### src/rtl/lsu_dmem_port.sv
// Load/store unit between the core memory stage and word-addressed data memory.
// Optional macro LSU_MISALIGN_TRAP_EN turns misaligned half/word accesses into errors.
module lsu_dmem_port #(
   parameter int unsigned ADDR_WORDS = 64
) (
   input  logic        clk,
   input  logic        reset,
   input  logic        req_valid,
   output logic        req_ready,
   input  logic        req_we,
   input  logic [1:0]  req_size,
   input  logic        req_unsigned,
   input  logic [31:0] req_addr,
   input  logic [31:0] req_wdata,
   output logic        resp_valid,
   output logic [31:0] resp_rdata,
   output logic        resp_err,
   output logic        mem_we,
   output logic [31:0] mem_a,
   output logic [31:0] mem_wd,
   input  logic [31:0] mem_rd
);

   typedef enum logic [1:0] {
      IDLE  = 2'd0,
      READ  = 2'd1,
      WRITE = 2'd2,
      RESP  = 2'd3
   } state_t;

   localparam logic [1:0] SZ_BYTE = 2'b00;
   localparam logic [1:0] SZ_HALF = 2'b01;
   localparam logic [1:0] SZ_WORD = 2'b10;
   localparam logic [1:0] SZ_RSVD = 2'b11;

   function automatic logic [31:0] load_ext(input logic [31:0] word, input logic [1:0] size,
                                            input logic uns, input logic [1:0] off);
      logic [7:0]  b;
      logic [15:0] h;
      logic [31:0] r;
      case (off)
         2'd0:    b = word[7:0];
         2'd1:    b = word[15:8];
         2'd2:    b = word[23:16];
         default: b = word[31:24];
      endcase
      h = off[1] ? word[31:16] : word[15:0];
      case (size)
         SZ_BYTE: r = uns ? {24'h000000, b} : {{24{b[7]}}, b};
         SZ_HALF: r = uns ? {16'h0000, h} : {{16{h[15]}}, h};
         default: r = word;
      endcase
      return r;
   endfunction

   // Replace one byte or half lane of a word already read from memory.
   function automatic logic [31:0] lane_merge(input logic [31:0] word, input logic [15:0] wdata,
                                              input logic [1:0] size, input logic [1:0] off);
      logic [31:0] r;
      r = word;
      case (size)
         SZ_BYTE: begin
            case (off)
               2'd0:    r[7:0]   = wdata[7:0];
               2'd1:    r[15:8]  = wdata[7:0];
               2'd2:    r[23:16] = wdata[7:0];
               default: r[31:24] = wdata[7:0];
            endcase
         end
         SZ_HALF: begin
            if (off[1]) r[31:16] = wdata;
            else        r[15:0]  = wdata;
         end
         default: r = word;
      endcase
      return r;
   endfunction

   state_t      state_r, state_nxt_s;
   logic        we_r;
   logic [1:0]  size_r;
   logic        uns_r;
   logic [1:0]  off_r;
   logic [15:0] wdata_r;
   logic        mem_we_r, mem_we_nxt_s;
   logic [31:0] mem_a_r, mem_a_nxt_s;
   logic [31:0] mem_wd_r, mem_wd_nxt_s;
   logic        resp_valid_r, resp_valid_nxt_s;
   logic [31:0] resp_rdata_r, resp_rdata_nxt_s;
   logic        resp_err_r, resp_err_nxt_s;
   logic        accept_s;
   logic        misalign_s;
   logic        req_err_s;

   assign req_ready  = (state_r == IDLE) && !reset;
   assign accept_s   = req_valid && req_ready;
   assign mem_we     = mem_we_r && !reset;
   assign mem_a      = mem_a_r;
   assign mem_wd     = mem_wd_r;
   assign resp_valid = resp_valid_r;
   assign resp_rdata = resp_rdata_r;
   assign resp_err   = resp_err_r;

   // Classify the incoming request so faults can go straight to RESP.
   always_comb begin
`ifdef LSU_MISALIGN_TRAP_EN
      misalign_s = ((req_size == SZ_HALF) && req_addr[0]) ||
                   ((req_size == SZ_WORD) && (req_addr[1:0] != 2'b00));
`else
      misalign_s = 1'b0;
`endif
      req_err_s = (req_size == SZ_RSVD) ||
                  ({2'b00, req_addr[31:2]} >= 32'(ADDR_WORDS)) ||
                  misalign_s;
   end

   // State register.
   always_ff @(posedge clk) begin
      if (reset) state_r <= IDLE;
      else       state_r <= state_nxt_s;
   end

   // Next state and next values of the registered port outputs.
   always_comb begin
      state_nxt_s      = state_r;
      mem_we_nxt_s     = 1'b0;
      mem_a_nxt_s      = mem_a_r;
      mem_wd_nxt_s     = mem_wd_r;
      resp_valid_nxt_s = 1'b0;
      resp_rdata_nxt_s = 32'h0000_0000;
      resp_err_nxt_s   = 1'b0;
      case (state_r)
         IDLE: begin
            if (accept_s) begin
               if (req_err_s) begin
                  state_nxt_s      = RESP;
                  resp_valid_nxt_s = 1'b1;
                  resp_err_nxt_s   = 1'b1;
               end else begin
                  mem_a_nxt_s = {2'b00, req_addr[31:2]};
                  if (req_we && (req_size == SZ_WORD)) begin
                     state_nxt_s  = WRITE;
                     mem_we_nxt_s = 1'b1;
                     mem_wd_nxt_s = req_wdata;
                  end else begin
                     state_nxt_s = READ;
                  end
               end
            end else begin
               state_nxt_s = IDLE;
            end
         end
         READ: begin
            if (we_r) begin
               state_nxt_s  = WRITE;
               mem_we_nxt_s = 1'b1;
               mem_wd_nxt_s = lane_merge(mem_rd, wdata_r, size_r, off_r);
            end else begin
               state_nxt_s      = RESP;
               resp_valid_nxt_s = 1'b1;
               resp_rdata_nxt_s = load_ext(mem_rd, size_r, uns_r, off_r);
            end
         end
         WRITE: begin
            state_nxt_s      = RESP;
            resp_valid_nxt_s = 1'b1;
         end
         RESP: begin
            state_nxt_s = IDLE;
         end
         default: begin
            state_nxt_s = IDLE;
         end
      endcase
   end

   // Request capture on accept.
   always_ff @(posedge clk) begin
      if (reset) begin
         we_r    <= 1'b0;
         size_r  <= 2'b00;
         uns_r   <= 1'b0;
         off_r   <= 2'b00;
         wdata_r <= 16'h0000;
      end else if (accept_s) begin
         we_r    <= req_we;
         size_r  <= req_size;
         uns_r   <= req_unsigned;
         off_r   <= req_addr[1:0];
         wdata_r <= req_wdata[15:0];
      end
   end

   // Registered memory-port and response outputs.
   always_ff @(posedge clk) begin
      if (reset) begin
         mem_we_r     <= 1'b0;
         mem_a_r      <= 32'h0000_0000;
         mem_wd_r     <= 32'h0000_0000;
         resp_valid_r <= 1'b0;
         resp_rdata_r <= 32'h0000_0000;
         resp_err_r   <= 1'b0;
      end else begin
         mem_we_r     <= mem_we_nxt_s;
         mem_a_r      <= mem_a_nxt_s;
         mem_wd_r     <= mem_wd_nxt_s;
         resp_valid_r <= resp_valid_nxt_s;
         resp_rdata_r <= resp_rdata_nxt_s;
         resp_err_r   <= resp_err_nxt_s;
      end
   end

endmodule

### config.mk
export PLATFORM = sky130hd
export DESIGN_NAME = lsu_dmem_port
export DESIGN_NICKNAME = d
export VERILOG_FILES = /design/src/rtl/lsu_dmem_port.sv
export SDC_FILE = /design/constraint.sdc
export NUM_CORES = 1
export LEC_CHECK = 0
export CAP_MARGIN = 40
export CORE_ASPECT_RATIO = 1.25
export CORE_MARGIN = 2
export CORE_UTILIZATION = 43
export CTS_BUF_LIST = sky130_fd_sc_hd__clkbuf_8
export DETAILED_ROUTE_END_ITERATION = 10
export PLACE_DENSITY = 0.79
export SKIP_CTS_REPAIR_TIMING = 1
export SYNTH_ARGS = -nofsm -noshare
export SYNTH_HDL_FRONTEND = slang
export SYNTH_SLANG_ARGS = --single-unit
### constraint.sdc
create_clock -name clk -period 1.9 [get_ports clk]
set_input_delay 0.38 -clock clk [delete_from_list [all_inputs] [get_ports clk]]
set_output_delay 0.38 -clock clk [all_outputs]
set_load 0.01 [all_outputs]
==> out/results.md, run 1 <==
## Detailed routing
• **Initial DRT Pass Iterations** 6
• **average wire per cell in the routed design** 17.0 um
• **number of DRC violations after detailed routing** 0
• **number of routed nets with antenna violations** 0
• **total number of vias** 6069
• **final wirelength** 18900 um
• **initial detailed-routing violation count** 586
• **vias per std cell** 5.46

## Layout
• **fin nets** 1035
• **area growth from synthesis to layout** 50.8%
• **number of diodes** 0
• **number of non-filler instances in the completed layout** 1112
• **Final Cell Area** 0.00892 sq mm
• **final core utilization** 66.8%
• **top library cells by usage in the layout, fill and taps aside** clkdlybuf4s50_1, dfxtp_1, nand2_1, nor2_1, buf_4
• **most common cell after layout, fill and taps aside** clkdlybuf4s50_1
• **share of cells above drive strength 1** 13.9%

## STA
• **final clock period utilization by the worst path** 97.5%
• **count of final hold-check violations** 0
• **number of pins exceeding their max-slew limit in the final report** 0
• **number of endpoints failing setup at the final stage** 0
• **highest achievable clock rate** 540 MHz
• **worst relative slew slack** 60.1%
• **actual transition at the worst max-transition pin** 599 ps
• **time the final worst path needs with I/O delays and setup** 1850 ps
• **setup clock skew after layout** 7.58 ps
• **Hold Slack** 256 ps
• **setup slack of the critical path after layout** 46.9 ps

## Pwr
• **leak pwr** 3.59 nW
• **Pwr per Cell Area** 718 mW/mm^2
• **largest voltage drop on the vdd net** 0.485 mV

## Outcome
• **result of the run** finished, final reports clean

## Yosys
• **share of flip-flops with an asynchronous set or reset** 0%
• **synthesis-stage register bit count** 121
• **count of cell types in the netlist** 47
• **dominant cells by area after synthesis** dfxtp_1, mux2i_1, nand2_1
• **biggest area consumer among synthesized cells** dfxtp_1
• **Gate Count Post-Synth** 705
• **syn avg cell area** 8.39 sq um
• **Seq/Total Area, Yosys** 40.9%
• **Post-Synthesis Cell Area** 0.00592 sq mm
• **main flop type after synthesis** dfxtp_1
• **count of flip-flops with a built-in enable after synthesis** 0
• **top cell type's share of synthesized area** 40.9%
• **Warnings, synthesis** 0

## Hold path
• **class of the tightest hold or removal check** in2reg

## Floorplanning
• **core area** 0.0133 sq mm
• **starting utilization of the core area** 44.3%
• **Placement Rows** 47
• **die outline width** 109 um
• **Vert. Die Dim** 135 um
• **boundary pin count** 203
• **full die area** 0.0147 sq mm

## Global route
• **overall fraction of global-route tracks in use** 25.0%
• **remaining global-route overflow** 0
• **initial antenna violation count** 0
• **via count of the first global-routing pass** 5554
• **largest net degree at the start of global routing** 68
• **first-pass GRT wire length** 28500 um

## Clock tree
• **H-tree Lvls** 4
• **post-CTS clock slew at the launch and capture registers of the worst setup and hold paths** 80 ps
• **maximum buffer depth of the clock tree** 2
• **# clock sinks** 121
• **Root Driver** clkbuf_8
• **TritonCTS clock tree** yes
• **clock latency reported for the late side of the worst-skew pair** 430 ps
• **cts bufs inserted** 17

## Critical path
• **critical path data required time** 2230 ps
• **terminus of the critical flop-to-flop path** mem_wd[5]
• **Max FO, Critical Path** 7
• **critical path startpoint** off_r[0]
• **register-to-register setup slack** 50 ps
• **number of cell instances on the worst register-to-register path** 5
• **arrival time worst endpoint** 2180 ps
• **Critical Path Start Type** flip-flop
• **capturing element of the worst setup path** mem_wd[5]
• **startpoint of the most critical register-to-register path** off_r[0]
• **endpoint kind of the worst setup timing path** flip-flop
• **critical path class** reg2reg

## Placed design
• **placed cell areas** 0.00837 sq mm
• **HPWL after DPL** 14100 um
• **routability congestion estimate from global placement** 0.966
• **number of placed instances, taps included** 1076
• **input/output buffers** 200
• **worst-case setup slack after placement** -530 ps

## Flow run
• **max-cap check violation count** 0

final cells by class:
cell class,instances,area (sq um)
inverter,14,52.6
clock buffer,18,248
multi-input combinational,514,3260
tap,171,214
timing repair buffer,260,2570
clock inverter,14,149
sequential,121,2420
fill,1094,4430
synthesized netlist by cell type, types with 2 or more instances:
cell type,n
a21oi_1,44
a221oi_1,3
a22o_1,11
a22oi_1,12
a2bb2oi_1,5
a311o_1,12
a31o_2,2
a31oi_1,8
and2_1,26
buf_1,7
buf_2,10
buf_4,4
buf_6,3
clkbuf_1,33
dfxtp_1,121
ha_1,4
inv_1,14
mux2_1,2
mux2_2,7
mux2_4,7
mux2i_1,40
nand2_1,97
nand2b_1,46
nand3_1,18
nor2_1,55
nor2b_1,16
nor3_1,4
nor4_1,7
o211ai_1,2
o21ai_0,46
o221ai_1,7
o31ai_1,17
layer usage:
| metal | vias to the layer above | GRT usage, % | wire length, um |
|---|---|---|---|
| li1 | 2913 | - | - |
| met1 | 2801 | 33.1 | 7930 |
| met2 | 313 | 40.7 | 8930 |
| met3 | 42 | 4.33 | 1580 |
| met4 | 0 | 9.26 | 460 |
| met5 | - | 0 | 0 |
through the flow:
| step | setup TNS (ps) | power [mW] |
|---|---|---|
| finish | 0 | 6.40 |
| global route | -17.8 | 6.66 |
| CTS | -2010 | 6.38 |
| detailed placement | -33760 | 4.11 |
| global placement | -33170 | 4.10 |
| floorplan | 0 | 3.46 |
worst min-delay path by stage:
| stage | from | to | slack [ps] | cells past startpoint |
|---|---|---|---|---|
| 6_report | req_addr[3] | mem_a[1] | 260 | 3 |
| 5_1_grt | req_addr[5] | mem_a[3] | 290 | 3 |
| 4_1_cts | reset | mem_a[3] | 400 | 3 |
| 3_5_place_dp | mem_a[26] | mem_a[26] | 440 | 1 |
| 3_3_place_gp | mem_a[11] | mem_a[11] | 440 | 1 |
| 2_1_floorplan | uns_r | uns_r | 450 | 2 |
sequential cells by signal, indices dropped and copies added (netlist names):
register    cells
mem_a          30
mem_wd         32
we_r            1
size_r          2
uns_r           1
resp_rdata     32
mem_we_r        1
off_r           2
state_r         2
resp_err        1
wdata_r        16
resp_valid      1
where the power goes:
group          switching (mW)  total (mW)  internal, mW
combinational           0.732        1.41         0.677
clock                    1.09        2.29          1.20
sequential             0.0780        2.70          2.62
worst max-delay path: stages, from the launching register on:
cell and delay [ps]:
dfxtp_2 380, nor2_1 220, mux2_1 350, a221oi_1 400
nor3_1 90, mux2_4 290
cell families (layout without fill, tap and decap cells):
logic type | after synthesis | after routing | share of synthesized area (%)
mux | 57 | 57 | 10.6
simple gates | 277 | 277 | 22.9
buf+inv | 71 | 306 | 5.35
compound gates | 174 | 174 | 19.2
fa+ha+maj | 4 | 4 | 0.846
flops | 121 | 121 | 40.9
other cells | 1 | 2 | 0.0634
Note: power is estimated with default switching activity, not from simulation.
==> run 2, diff against run 1 <==
- GPL_TIMING_DRIVEN: default -> 0
==> out/results.md, run 2 (synthesis gave the netlist of run 1 again) <==
## Global route
• **via count of the first global-routing pass** 5710
• **overall fraction of global-route tracks in use** 26.9%
• **initial antenna violation count** 0
• **remaining global-route overflow** 0
• **largest net degree at the start of global routing** 17
• **first-pass GRT wire length** 30500 um

## STA
• **actual transition at the worst max-transition pin** 584 ps
• **number of endpoints failing setup at the final stage** 0
• **RSZ-0062 raised after global routing** yes
• **count of final hold-check violations** 0
• **final clock period utilization by the worst path** 99.5%
• **highest achievable clock rate** 529 MHz
• **setup slack of the critical path after layout** 9.68 ps
• **time the final worst path needs with I/O delays and setup** 1890 ps
• **setup clock skew after layout** 16.8 ps
• **worst relative slew slack** 61.1%
• **number of pins exceeding their max-slew limit in the final report** 0

## Critical path
• **critical path data required time** 2250 ps
• **terminus of the critical flop-to-flop path** mem_wd[5]
• **cell type of the slowest stage on the worst timing path** clkdlybuf4s50_1
• **CP peak stage delay** 480 ps
• **arrival time worst endpoint** 2240 ps
• **critical path class** in2reg
• **CP cell instances** clkdlybuf4s50_1 > nand2_1 > nand4_1 > buf_6 > nor3_4 > a31oi_4 > buf_12 > clkbuf_16 > mux2_4
• **register-to-register setup slack** 30 ps
• **endpoint kind of the worst setup timing path** flip-flop
• **Max FO, Critical Path** 6
• **Critical Path Start Type** input port
• **number of cell instances on the worst register-to-register path** 6
• **startpoint of the most critical register-to-register path** off_r[0]

## Floorplanning
• **die outline width** 109 um
• **full die area** 0.0147 sq mm
• **boundary pin count** 203
• **Vert. Die Dim** 135 um
• **Placement Rows** 47
• **starting utilization of the core area** 44.3%
• **core area** 0.0133 sq mm

## Detailed routing
• **Initial DRT Pass Iterations** 6
• **vias per std cell** 5.62
• **number of DRC violations after detailed routing** 0
• **total number of vias** 6302
• **average wire per cell in the routed design** 18.4 um
• **initial detailed-routing violation count** 584
• **number of routed nets with antenna violations** 0
• **final wirelength** 20600 um

## Layout
• **multi-input combinational cell area** 0.00332 sq mm
• **filler cell count in the final layout** 1152
• **most common cell after layout, fill and taps aside** clkdlybuf4s50_1
• **area growth from synthesis to layout** 50.4%
• **Register Area** 0.00242 sq mm
• **number of non-filler instances in the completed layout** 1122
• **fin nets** 1045
• **share of cells above drive strength 1** 14.5%
• **number of diodes** 0
• **top library cells by usage in the layout, fill and taps aside** clkdlybuf4s50_1, dfxtp_1, nand2_1, nor2_1, nand2b_1
• **final core utilization** 66.7%

## Flow run
• **max-cap check violation count** 0

## Placed design
• **HPWL after DPL** 15200 um
• **worst-case setup slack after placement** -1370 ps
• **input/output buffers** 200
• **number of placed instances, taps included** 1077
• **routability congestion estimate from global placement** 0.982

## Hold path
• **Worst Min Path Start** mem_a[25]
• **worst hold path endpoint** mem_a[25]
• **class of the tightest hold or removal check** reg2reg
• **Hold Path Stages** 1

## Clock tree
• **post-CTS clock slew at the launch and capture registers of the worst setup and hold paths** 80 ps
• **TritonCTS clock tree** yes
• **maximum buffer depth of the clock tree** 2
• **cts bufs inserted** 17
• **H-tree Lvls** 4
• **clock latency reported for the late side of the worst-skew pair** 450 ps
• **# clock sinks** 121
• **Root Driver** clkbuf_8

## Pwr
• **Total Power** 6.22 mW
• **largest voltage drop on the vdd net** 0.410 mV
• **leak pwr** 3.65 nW
• **Pwr per Cell Area** 699 mW/mm^2

## Outcome
• **result of the run** finished, final reports clean

[run 2: through the flow]
stage	TNS [ps]	hold WS (ps)	instance area (sq um)
finish	0	459	8900
global route	-450	492	8900
CTS	-20580	468	8490
detailed placement	-66680	445	8140
global placement	-65510	442	8140
floorplan	0	450	5920
[run 2: area by class of cell]
class / count / area share, %
plain buffers: 56 / 3.88
clock buffers: 17 / 2.63
repair buffers: 214 / 24.6
well taps: 171 / 2.40
inverters: 14 / 0.590
clock inverters: 15 / 1.34
flip-flops and latches: 121 / 27.2
multi-input cells: 514 / 37.3
[run 2: worst max path at each step]
stage                 startpoint         end  cells after the start
floorplan             state_r[0]  mem_wd[24]                      8
CTS                        reset      mem_we                      6
global route        req_addr[14]  mem_wd[25]                      9
finish               req_size[0]  mem_wd[29]                      9
global placement           reset      mem_we                      6
detailed placement         reset      mem_we                      6
[run 2: power by group]
group	total, mW	leakage (nW)	switching [mW]	internal, mW
Sequential	2.71	0.981	0.0828	2.62
Combinational	1.42	2.50	0.779	0.639
Clock	2.10	0.175	1.17	0.921
Total	6.22	3.65	2.04	4.18
[run 2: per-layer routing]
layer  wire length [um]  part of all wire, %  global-route usage (%)
met5                  0                    0                       0
met4                735                  3.6                    11.0
met3               2140                   10                    5.77
met2               9780                   47                    44.0
met1               7960                   39                    34.3
[run 2: worst max-delay path: cells and delay by family]
kind / cells / cell delay, ps
buf+inv: 4 / 950
mux: 1 / 280
simple gates: 3 / 490
compound gates: 1 / 120
==> run 3, diff against run 2 <==
- REMOVE_ABC_BUFFERS: default -> 1
==> out/results.md, run 3 (synthesis gave the netlist of run 1 again) <==
## Placed design
• **placed cell areas** 0.00810 sq mm
• **HPWL after DPL** 13200 um
• **input/output buffers** 200
• **routability congestion estimate from global placement** 0.784
• **worst-case setup slack after placement** -949 ps
• **number of placed instances, taps included** 1032

## Detailed routing
• **Initial DRT Pass Iterations** 5
• **final wirelength** 20000 um
• **total number of vias** 6055
• **average wire per cell in the routed design** 18.2 um
• **number of DRC violations after detailed routing** 0
• **initial detailed-routing violation count** 441
• **number of routed nets with antenna violations** 0
• **vias per std cell** 5.51

## Floorplanning
• **boundary pin count** 203
• **full die area** 0.0147 sq mm
• **Vert. Die Dim** 135 um
• **die outline width** 109 um
• **starting utilization of the core area** 44.3%
• **Placement Rows** 47
• **core area** 0.0133 sq mm

## Pwr
• **Pwr per Cell Area** 738 mW/mm^2
• **leak pwr** 3.78 nW
• **largest voltage drop on the vdd net** 0.463 mV
• **Total Power** 6.76 mW

## Critical path
• **Critical Path Start Type** input port
• **critical path startpoint** req_size[1]
• **critical path class** in2reg
• **number of cell instances on the worst register-to-register path** 8
• **Max FO, Critical Path** 6
• **critical path data required time** 2240 ps
• **endpoint kind of the worst setup timing path** flip-flop
• **startpoint of the most critical register-to-register path** off_r[1]
• **arrival time worst endpoint** 2280 ps

## Layout
• **area growth from synthesis to layout** 54.8%
• **number of diodes** 0
• **top library cells by usage in the layout, fill and taps aside** clkdlybuf4s50_1, dfxtp_1, nand2_1, nor2_1, o21ai_0
• **most common cell after layout, fill and taps aside** clkdlybuf4s50_1
• **share of cells above drive strength 1** 15.0%
• **number of non-filler instances in the completed layout** 1098
• **Final Cell Area** 0.00916 sq mm
• **final core utilization** 68.6%
• **fin nets** 1022

## Clock tree
• **clock latency reported for the late side of the worst-skew pair** 450 ps
• **H-tree Lvls** 4
• **post-CTS clock slew at the launch and capture registers of the worst setup and hold paths** 70 ps
• **Root Driver** clkbuf_8
• **# clock sinks** 121
• **TritonCTS clock tree** yes
• **cts bufs inserted** 17
• **maximum buffer depth of the clock tree** 2

## Hold path
• **Hold Path Stages** 3
• **class of the tightest hold or removal check** in2reg
• **Worst Min Path Start** req_addr[5]

## STA
• **RSZ-0062 raised after global routing** yes
• **number of pins exceeding their max-slew limit in the final report** 0
• **final clock period utilization by the worst path** 102%
• **highest achievable clock rate** 514 MHz
• **count of final hold-check violations** 0
• **worst relative slew slack** 54.1%
• **actual transition at the worst max-transition pin** 687 ps
• **setup clock skew after layout** 12.3 ps
• **setup slack of the critical path after layout** -44.0 ps
• **time the final worst path needs with I/O delays and setup** 1940 ps
• **number of endpoints failing setup at the final stage** 11

## Flow run
• **max-cap check violation count** 0

## Outcome
• **violations in the final reports** setup timing
• **result of the run** finished, violations left

## Global route
• **initial antenna violation count** 0
• **overall fraction of global-route tracks in use** 25.7%
• **remaining global-route overflow** 0
• **largest net degree at the start of global routing** 81
• **via count of the first global-routing pass** 5517
• **first-pass GRT wire length** 29100 um

run 3: changes by cell type in the layout (fill, tap and decap cells not counted), moves of 5 or more:
cell             change
clkbuf_1            -11
dlymetal6s2s_1       +7
buf_2               -10
clkbuf_2            -17
clkdlybuf4s50_1      -7
dfxtp_4              +5
buf_6                -5
clkbuf_4             -5
buf_4               +17
run 3: area by class of cell:
cell class                 count  area [sq um]
timing repair buffer         247          2630
clock inverter                11           155
fill                        1021          4190
inverter                      14          68.8
tap                          171           214
sequential                   121          2440
multi-input combinational    514          3370
clock buffer                  20           275
run 3: layer usage:
metal  vias up  global-route usage (%)  part of all wire, %
met3        59                    7.84                  8.5
met5         -                       0                    0
met1      2777                    31.2                   41
li1       2887                       -                    -
met2       332                    42.0                   48
met4         0                    10.3                  3.2
run 3: path summary, 6_finish.rpt:
kind	endpoint	slack, ps
max reg2reg	mem_wd[2]	50
min reg2reg	mem_a[22]	460
min	mem_a[3]	260
max	mem_wd[24]	-40
run 3: through the flow:
step                      hold WS, ps  setup TNS [ps]
after CTS                         278          -37820
after global routing              255           -1270
final                             258            -280
after detailed placement          443          -58850
after global placement            441         -400330
after floorplan                   449          -78400
run 3: report_power, final:
part | internal (mW) | total [mW] | switching [mW]
Sequential | 2.63 | 2.71 | 0.0871
Clock | 1.51 | 2.54 | 1.03
Combinational | 0.713 | 1.51 | 0.797
Total | 4.84 | 6.76 | 1.91
run 3: critical path, stage by stage:
cell and delay (ps):
clkdlybuf4s50_1 470, nand2_1 100, nand4_1 130, buf_6 170
nor3_4 240, a31oi_4 140, clkbuf_16 190, buf_16 140
mux2_4 300
